## config.mk

```make
export PLATFORM = sky130hd
export DESIGN_NAME = logical_tile_io_preio_gearbox
export DESIGN_NICKNAME = d
export VERILOG_FILES = /design/src/rtl/logical_tile_io_preio_gearbox.sv
export SDC_FILE = /design/constraint.sdc
export NUM_CORES = 1
export LEC_CHECK = 0
export CORE_MARGIN = 4
export CORE_UTILIZATION = 51
export CTS_CLUSTER_SIZE = 16
export DETAILED_ROUTE_END_ITERATION = 8
export PLACE_DENSITY = 0.87
export SLEW_MARGIN = 40
export SYNTH_ARGS = -nofsm -noshare
export SYNTH_HDL_FRONTEND = slang
export SYNTH_SLANG_ARGS = --single-unit
```

## constraint.sdc

```tcl
create_clock -name pad_clk -period 2 [get_ports pad_clk]
set_input_delay 0.3 -clock pad_clk [delete_from_list [all_inputs] [get_ports pad_clk]]
set_output_delay 0.3 -clock pad_clk [all_outputs]
set_load 0.005 [all_outputs]
```

## src/rtl/logical_tile_io_preio_gearbox.sv

```systemverilog
// Framed serial gearbox in front of the QL_PREIO pad: start bit + WIDTH data bits, LSB first.
// Define IO_GEARBOX_LOOPBACK_EN to feed the RX deserialiser from the TX line register instead of pad_inpad.
module logical_tile_io_preio_gearbox #(
    parameter int   WIDTH      = 4,
    parameter logic IDLE_LEVEL = 1'b0
) (
    input  logic             pad_clk,
    input  logic             pad_reset,
    input  logic [WIDTH-1:0] tx_data,
    input  logic             tx_valid,
    output logic             tx_ready,
    output logic             tx_busy,
    output logic             pad_outpad,
    input  logic             pad_inpad,
    output logic [WIDTH-1:0] rx_data,
    output logic             rx_valid
);

    localparam int CNT_W = $clog2(WIDTH) + 1;
    localparam logic [CNT_W-1:0] LAST = CNT_W'(WIDTH - 1);

    typedef enum logic [1:0] {TX_IDLE, TX_START, TX_DATA} tx_state_t;
    typedef enum logic {RX_HUNT, RX_RECV} rx_state_t;

    tx_state_t        tx_state_q, tx_state_d;
    logic [CNT_W-1:0] tx_cnt_q, tx_cnt_d;
    logic [WIDTH-1:0] tx_sh_q, tx_sh_d;
    logic             pad_out_q, pad_out_d;
    logic             rdy_en_q, rdy_en_d;
    logic             tx_accept;

    rx_state_t        rx_state_q, rx_state_d;
    logic [CNT_W-1:0] rx_cnt_q, rx_cnt_d;
    logic [WIDTH-2:0] rx_sh_q, rx_sh_d;
    logic [WIDTH-1:0] rx_data_q, rx_data_d;
    logic             rx_valid_q, rx_valid_d;
    logic [WIDTH-1:0] rx_word;
    logic             rx_bit;

    // rdy_en_q holds tx_ready low for the first cycle out of reset
    assign tx_ready   = rdy_en_q & ((tx_state_q == TX_IDLE) ||
                                    ((tx_state_q == TX_DATA) && (tx_cnt_q == LAST)));
    assign tx_accept  = tx_valid & tx_ready;
    assign tx_busy    = (tx_state_q != TX_IDLE);
    assign pad_outpad = pad_out_q;
    assign rx_data    = rx_data_q;
    assign rx_valid   = rx_valid_q;

    // pad_out_d is the line value for the coming cycle, so the pad stays a plain register
    always_comb begin
        tx_state_d = tx_state_q;
        tx_cnt_d   = tx_cnt_q;
        tx_sh_d    = tx_sh_q;
        pad_out_d  = IDLE_LEVEL;
        rdy_en_d   = 1'b1;
        case (tx_state_q)
            TX_IDLE: begin
                if (tx_accept) begin
                    tx_state_d = TX_START;
                    tx_sh_d    = tx_data;
                    tx_cnt_d   = '0;
                    pad_out_d  = ~IDLE_LEVEL;
                end
            end
            TX_START: begin
                tx_state_d = TX_DATA;
                tx_cnt_d   = '0;
                pad_out_d  = tx_sh_q[0];
            end
            TX_DATA: begin
                if (tx_cnt_q == LAST) begin
                    tx_cnt_d = '0;
                    if (tx_accept) begin
                        tx_state_d = TX_START;
                        tx_sh_d    = tx_data;
                        pad_out_d  = ~IDLE_LEVEL;
                    end else begin
                        tx_state_d = TX_IDLE;
                    end
                end else begin
                    tx_cnt_d  = tx_cnt_q + CNT_W'(1);
                    tx_sh_d   = tx_sh_q >> 1;
                    pad_out_d = tx_sh_q[1];
                end
            end
            default: tx_state_d = TX_IDLE;
        endcase
    end

`ifdef IO_GEARBOX_LOOPBACK_EN
    assign rx_bit = pad_out_q;
`else
    logic sync1_q, sync2_q;

    always_ff @(posedge pad_clk) begin
        if (pad_reset) begin
            sync1_q <= IDLE_LEVEL;
            sync2_q <= IDLE_LEVEL;
        end else begin
            sync1_q <= pad_inpad;
            sync2_q <= sync1_q;
        end
    end

    assign rx_bit = sync2_q;
`endif

    // Only WIDTH-1 bits are stored; the final bit is merged straight into rx_data
    assign rx_word = {rx_bit, rx_sh_q};

    always_comb begin
        rx_state_d = rx_state_q;
        rx_cnt_d   = rx_cnt_q;
        rx_sh_d    = rx_sh_q;
        rx_data_d  = rx_data_q;
        rx_valid_d = 1'b0;
        case (rx_state_q)
            RX_HUNT: begin
                if (rx_bit == ~IDLE_LEVEL) begin
                    rx_state_d = RX_RECV;
                    rx_cnt_d   = '0;
                end
            end
            RX_RECV: begin
                rx_sh_d = rx_word[WIDTH-1:1];
                if (rx_cnt_q == LAST) begin
                    rx_data_d  = rx_word;
                    rx_valid_d = 1'b1;
                    rx_state_d = RX_HUNT;
                    rx_cnt_d   = '0;
                end else begin
                    rx_cnt_d = rx_cnt_q + CNT_W'(1);
                end
            end
            default: rx_state_d = RX_HUNT;
        endcase
    end

    always_ff @(posedge pad_clk) begin
        if (pad_reset) begin
            tx_state_q <= TX_IDLE;
            tx_cnt_q   <= '0;
            tx_sh_q    <= '0;
            pad_out_q  <= IDLE_LEVEL;
            rdy_en_q   <= 1'b0;
            rx_state_q <= RX_HUNT;
            rx_cnt_q   <= '0;
            rx_sh_q    <= '0;
            rx_data_q  <= '0;
            rx_valid_q <= 1'b0;
        end else begin
            tx_state_q <= tx_state_d;
            tx_cnt_q   <= tx_cnt_d;
            tx_sh_q    <= tx_sh_d;
            pad_out_q  <= pad_out_d;
            rdy_en_q   <= rdy_en_d;
            rx_state_q <= rx_state_d;
            rx_cnt_q   <= rx_cnt_d;
            rx_sh_q    <= rx_sh_d;
            rx_data_q  <= rx_data_d;
            rx_valid_q <= rx_valid_d;
        end
    end

endmodule

```

# == After elaboration in Yosys (flattened, before gate mapping) ==
# Index checks and enable logic that the tools add are counted.
# classes
eq_ne,7
mux,21
bitwise_logic,3
n_addsub,2
reduce_logical,10
# op_table
operator,n
2-to-1 mux 3 bit,4
one-hot mux 3 bit (3 select lines),1
2-to-1 mux 4 bit,2
one-hot mux 4 bit (2 select lines),1
2-to-1 mux 1 bit,7
"adder 3 x 1 -> 3 bit, second input constant",2
"== test 3 x 2 -> 1 bit, second input constant",2
one-hot mux 2 bit (3 select lines),1
one-hot mux 3 bit (2 select lines),1
AND reduction 2 bit,3
2-to-1 mux 2 bit,2
"inequality test 2 bit, second input constant",2
nonzero test 2 bit,2
one-hot mux 1 bit (3 select lines),1
nonzero test 3 bit,1
bitwise AND 1 bit,2
"== test 2 x 1 -> 1 bit, second input constant",1
"== test 2 bit, second input constant",1
zero test 2 bit,1
"inequality test 2 x 1 -> 1 bit, second input constant",1
one-hot mux 1 bit (2 select lines),1
OR reduction 2 bit,1
logical AND 1 bit,1
logical OR 1 bit,1
NOT 1 bit,1
# totals
reg_bits,25
wordCells,55
output_inout_bits,8
inputBits,8

# == Logic depth before layout (Yosys ltp) ==
# depth
word_depth,8
ltp_mapped,5
ltp_nobuf,5

# == Worst setup path after synthesis ==
# No wires, ideal clock.
# synth_timing
path_kind,register to register
from,register tx_cnt_q[0]
to,register tx_sh_q[3]
required_time_ns,1.929
period_less_slack_ns,1.448
stages_incl_launch_ff,6
path_slack_ns,0.552
n_path_buf,0
t_arrival_ns,1.378
setup_time_ns,0.071
path_cell_list,dfxtp_1 ha_1 nand2b_4 and2_4 or4b_1 a21oi_1
# synth_via
elab_chain_cells,8
# synth_rtl
element,line,rtl
from (decl),26,"logic [CNT_W-1:0] tx_cnt_q, tx_cnt_d;"
from (signal assigned),153,tx_cnt_q <= tx_cnt_d;
== test 3 x 2 -> 1 bit (*),"42, 71",
logical AND 1 bit,42,((tx_state_q == TX_DATA) && (tx_cnt_q == LAST)));
logical OR 1 bit,41,assign tx_ready = rdy_en_q & ((tx_state_q == TX_IDLE) ||
bitwise AND 1 bit,41,
bitwise AND 1 bit,43,assign tx_accept = tx_valid & tx_ready;
2-to-1 mux 4 bit,--,
2-to-1 mux 4 bit,71,if (tx_cnt_q == LAST) begin
one-hot mux 4 bit (2 select lines) (*),56,case (tx_state_q)
to (signal assigned),154,tx_sh_q <= tx_sh_d;
to (decl),27,"logic [WIDTH-1:0] tx_sh_q, tx_sh_d;"
# Every way passes the cells marked *; elsewhere a longest branch is shown, timed or not.
# A chain may end at the register's enable or synchronous reset.

# == Worst setup path in the final report ==
# layout_timing
from,register tx_cnt_q[0]
to,output port tx_ready
# layout_via
elab_chain_cells,4
# layout_rtl
element,line,rtl
== test 3 x 2 -> 1 bit,42,
logical AND 1 bit,42,
logical OR 1 bit,41,
bitwise AND 1 bit,41,
to (decl),11,"output logic tx_ready,"
# Every way passes these cells.

==> results.yml <==
logic_synthesis:
  synth_xor_area_frac: 0
  synth_edf_count: 0
  syn_area_um2: 1010
  synth_area_leader_cell: "dfxtp_1"
  synth.area.mux_share: 0.0397
  syn_area_per_cell_um2: 9.26
  synthTopCellsByArea: "dfxtp_1, a21oi_1, nand2_1"
  yosys_warnings: 0
  ys_seq_area_frac: 0.496
  synth_cells: 109
  yosys.cell_count.top_type: "dfxtp_1"
  syn_nets: 119
  ys_async_sr_fraction: 0
  synth_flop_cell: "dfxtp_1"
  synth_top_family_by_area: "simple AND/OR/NAND/NOR gates"
  synth_commonest_cells: "dfxtp_1, a21oi_1, nand2_1"
  synthAdderAreaFrac: 0.0248
  ys_seq_elements: 25
  yosys.area.top_type_share: 0.496
  synth-simple-area-share: 0.207
  synth.distinct_cells: 32
  synth_compound_area_frac: 0.203
floorplanning:
  coreArea_um2: 1800
  num_io_pins: 16
  dieArea_um2: 2760
  rows: 15
  start_util: 0.560
  die_w_um: 52.5
  die_h_um: 52.5
sta:
  period_share: 0.931
  relSlewSlack: 0.655
  slew_viol_final: 0
  clock_skew_ns: 0.00236
  setup_ws_ns: 0.138
  tightest_slew_ns: 0.517
  min_period_ns: 1.86
  fmax_mhz: 537
  final-hold-violation-count: 0
  rsz0062_at_grt: "no"
  setup_violations: 0
  fin_tns_setup_ns: 0
grt:
  grt_remaining_overflow: 0
  track_usage: 0.176
  antenna_found_initial: 0
  first_global_vias: 727
  grt_max_degree: 15
  grt_pass1_wl_um: 3450
worst_setup_path:
  ff2ff_path_depth: 5
  timing.rr.end: "tx_sh_q[3]$_SDFFE_PP0P_"
  endpoint_kind: "primary output"
  crit_required_ns: 1.70
  rr_startpoint: "tx_cnt_q[0]$_SDFFE_PP0P_"
  startpoint_type: "flip-flop"
  crit_fanout: 7
  r2r_slack_ns: 0.47
  crit_type: "flip-flop to primary output"
  arrival_ns: 1.56
place:
  place_area_um2: 1180
  pre_cts_ws_ns: 0.147
  place_hpwl_um: 1420
  place_congestion: 0.854
  io_buffers: 15
  dp.cells: 145
power_and_ir_drop:
  vdd_drop_max_mv: 0.486
  power_density_nw_per_um2: 695
  p_leak_nw: 0.445
drt:
  drc: 0
  vias_per_cell: 5.40
  wl_per_cell_um: 13.5
  drt-initial-drc-count: 12
  ant_nets: 0
  vias: 805
  wirelength_um: 2010
  firstDrtPassIters: 4
finish:
  area_growth_pct: 20.4
  final_cells: 149
  fin_nets: 135
  diodes: 0
  layout-drive-gt1-share: 0.121
  final-seq-area_um2: 503
  stdcell_area_um2: 1220
  multi_input_area_um2: 487
  utilization: 0.675
  fillers: 157
worst_hold_path:
  hp-class: "flip-flop to flip-flop"
  hold_end: "rx_bit$_SDFF_PP0_"
  hp-start: "sync1_q$_SDFF_PP0_"
  hold_path_depth: 1
clock_tree:
  cts_num_sinks: 25
  clk_pin_slew_ns: 0.14
  numCtsBuffers: 3
  cts_tree: "yes"
  clockBufferDepth: 2
  htreeDepth: 1
  clk_latency_ns: 0.32
  root_buffer: "clkbuf_4"
run_status:
  outcome: "complete, no violations"
job:
  cap_violations: 0
-- where the power goes --
group / internal [W] / switching (W) / leakage [nW] / total [W]
registers: 0.000514 / 0.0000203 / 0.204 / 0.000534
clock network: 0.0000750 / 0.000154 / 0.0177 / 0.000229
logic: 0.0000464 / 0.0000354 / 0.223 / 0.0000818
total: 0.000636 / 0.000210 / 0.445 / 0.000845
-- layout by cell type, fill, tap and decap left out, drive strengths merged --
cell,instances
a21boi,2
buf,1
dlygate4sd2,1
inv,3
clkinv,1
ha,2
clkdlybuf4s50,14
a211oi,2
nand3,4
o21ai,2
o211a,1
nand2b,2
nand4,1
a21o,1
or4b,1
nor3b,2
nor2,9
a21oi,15
a221oi,2
nand3b,1
or2,1
and3,1
dfxtp,25
o32ai,1
and2,1
a32oi,1
nor2b,4
clkbuf,3
nand2,11
mux2i,4
a211o,1
o221ai,2
or3b,1
a2bb2oi,1
-- stage by stage --
stage          power [W]  hold WS (ns)
3_5_place_dp    0.000626         0.428
2_1_floorplan   0.000590         0.414
4_1_cts         0.000849         0.458
3_3_place_gp    0.000623         0.419
6_report        0.000845         0.457
5_1_grt         0.000891         0.467
-- timing repair --
action / in CTS / in global routing
hold buffers: 0 / 0
endpoints found under the hold margin: 0 / 0
resized for setup: 3 / 2
setup endpoints to repair: 1 / 1
buffers inserted: 0 / 0
-- critical path: stages (launching register included) --
cell           delay, ns
dfxtp_2             0.37
ha_2                0.21
nand2b_4            0.08
and2_4              0.19
nor3b_2             0.14
dlygate4sd2_1       0.25
-- cell type report --
cell class	count	share of cell area
Clock buffer	3	0.0185
Clock inverter	1	0.00412
Inverter	3	0.00926
Multi-Input combinational cell	76	0.400
Sequential cell	25	0.414
Tap cell	25	0.0257
Timing Repair Buffer	16	0.129
-- registers in the layout (all words and copies together), names as in the netlist --
name	count
tx_state_q	2
rx_state_q	1
sync1_q	1
rx_cnt_q	3
rx_data	4
rdy_en_q	1
tx_sh_q	4
rx_sh_q	3
tx_cnt_q	3
pad_outpad	1
rx_valid	1
rx_bit	1
-- worst max path at each step --
stage / from / to / slack, ns / cells past startpoint
global placement: tx_cnt_q[0]$_SDFFE_PP0P_ / tx_ready / 0.20 / 5
finish: tx_cnt_q[0]$_SDFFE_PP0P_ / tx_ready / 0.14 / 5
floorplan: tx_cnt_q[0]$_SDFFE_PP0P_ / tx_sh_q[3]$_SDFFE_PP0P_ / 0.55 / 5
detailed placement: tx_cnt_q[0]$_SDFFE_PP0P_ / tx_ready / 0.15 / 5
global route: tx_cnt_q[1]$_SDFFE_PP0P_ / tx_ready / 0.02 / 5
CTS: tx_state_q[0]$_SDFFE_PP0P_ / tx_busy / 0.09 / 2
-- metal layers --
metal,GRT usage,routed length (um)
met2,0.273,954
met4,0.0894,33
met5,0,0
met3,0.0342,62
met1,0.230,960
-- kinds of logic (layout without fill, tap and decap cells) --
group	count (synthesis)	count (layout)
AOI/OAI and AO/OA	31	31
and+or+nand+nor	39	39
buffers and inverters	8	23
muxes	4	4
DFF	25	25
adders and majority gates	2	2
Note: power is estimated with default switching activity, not from simulation.
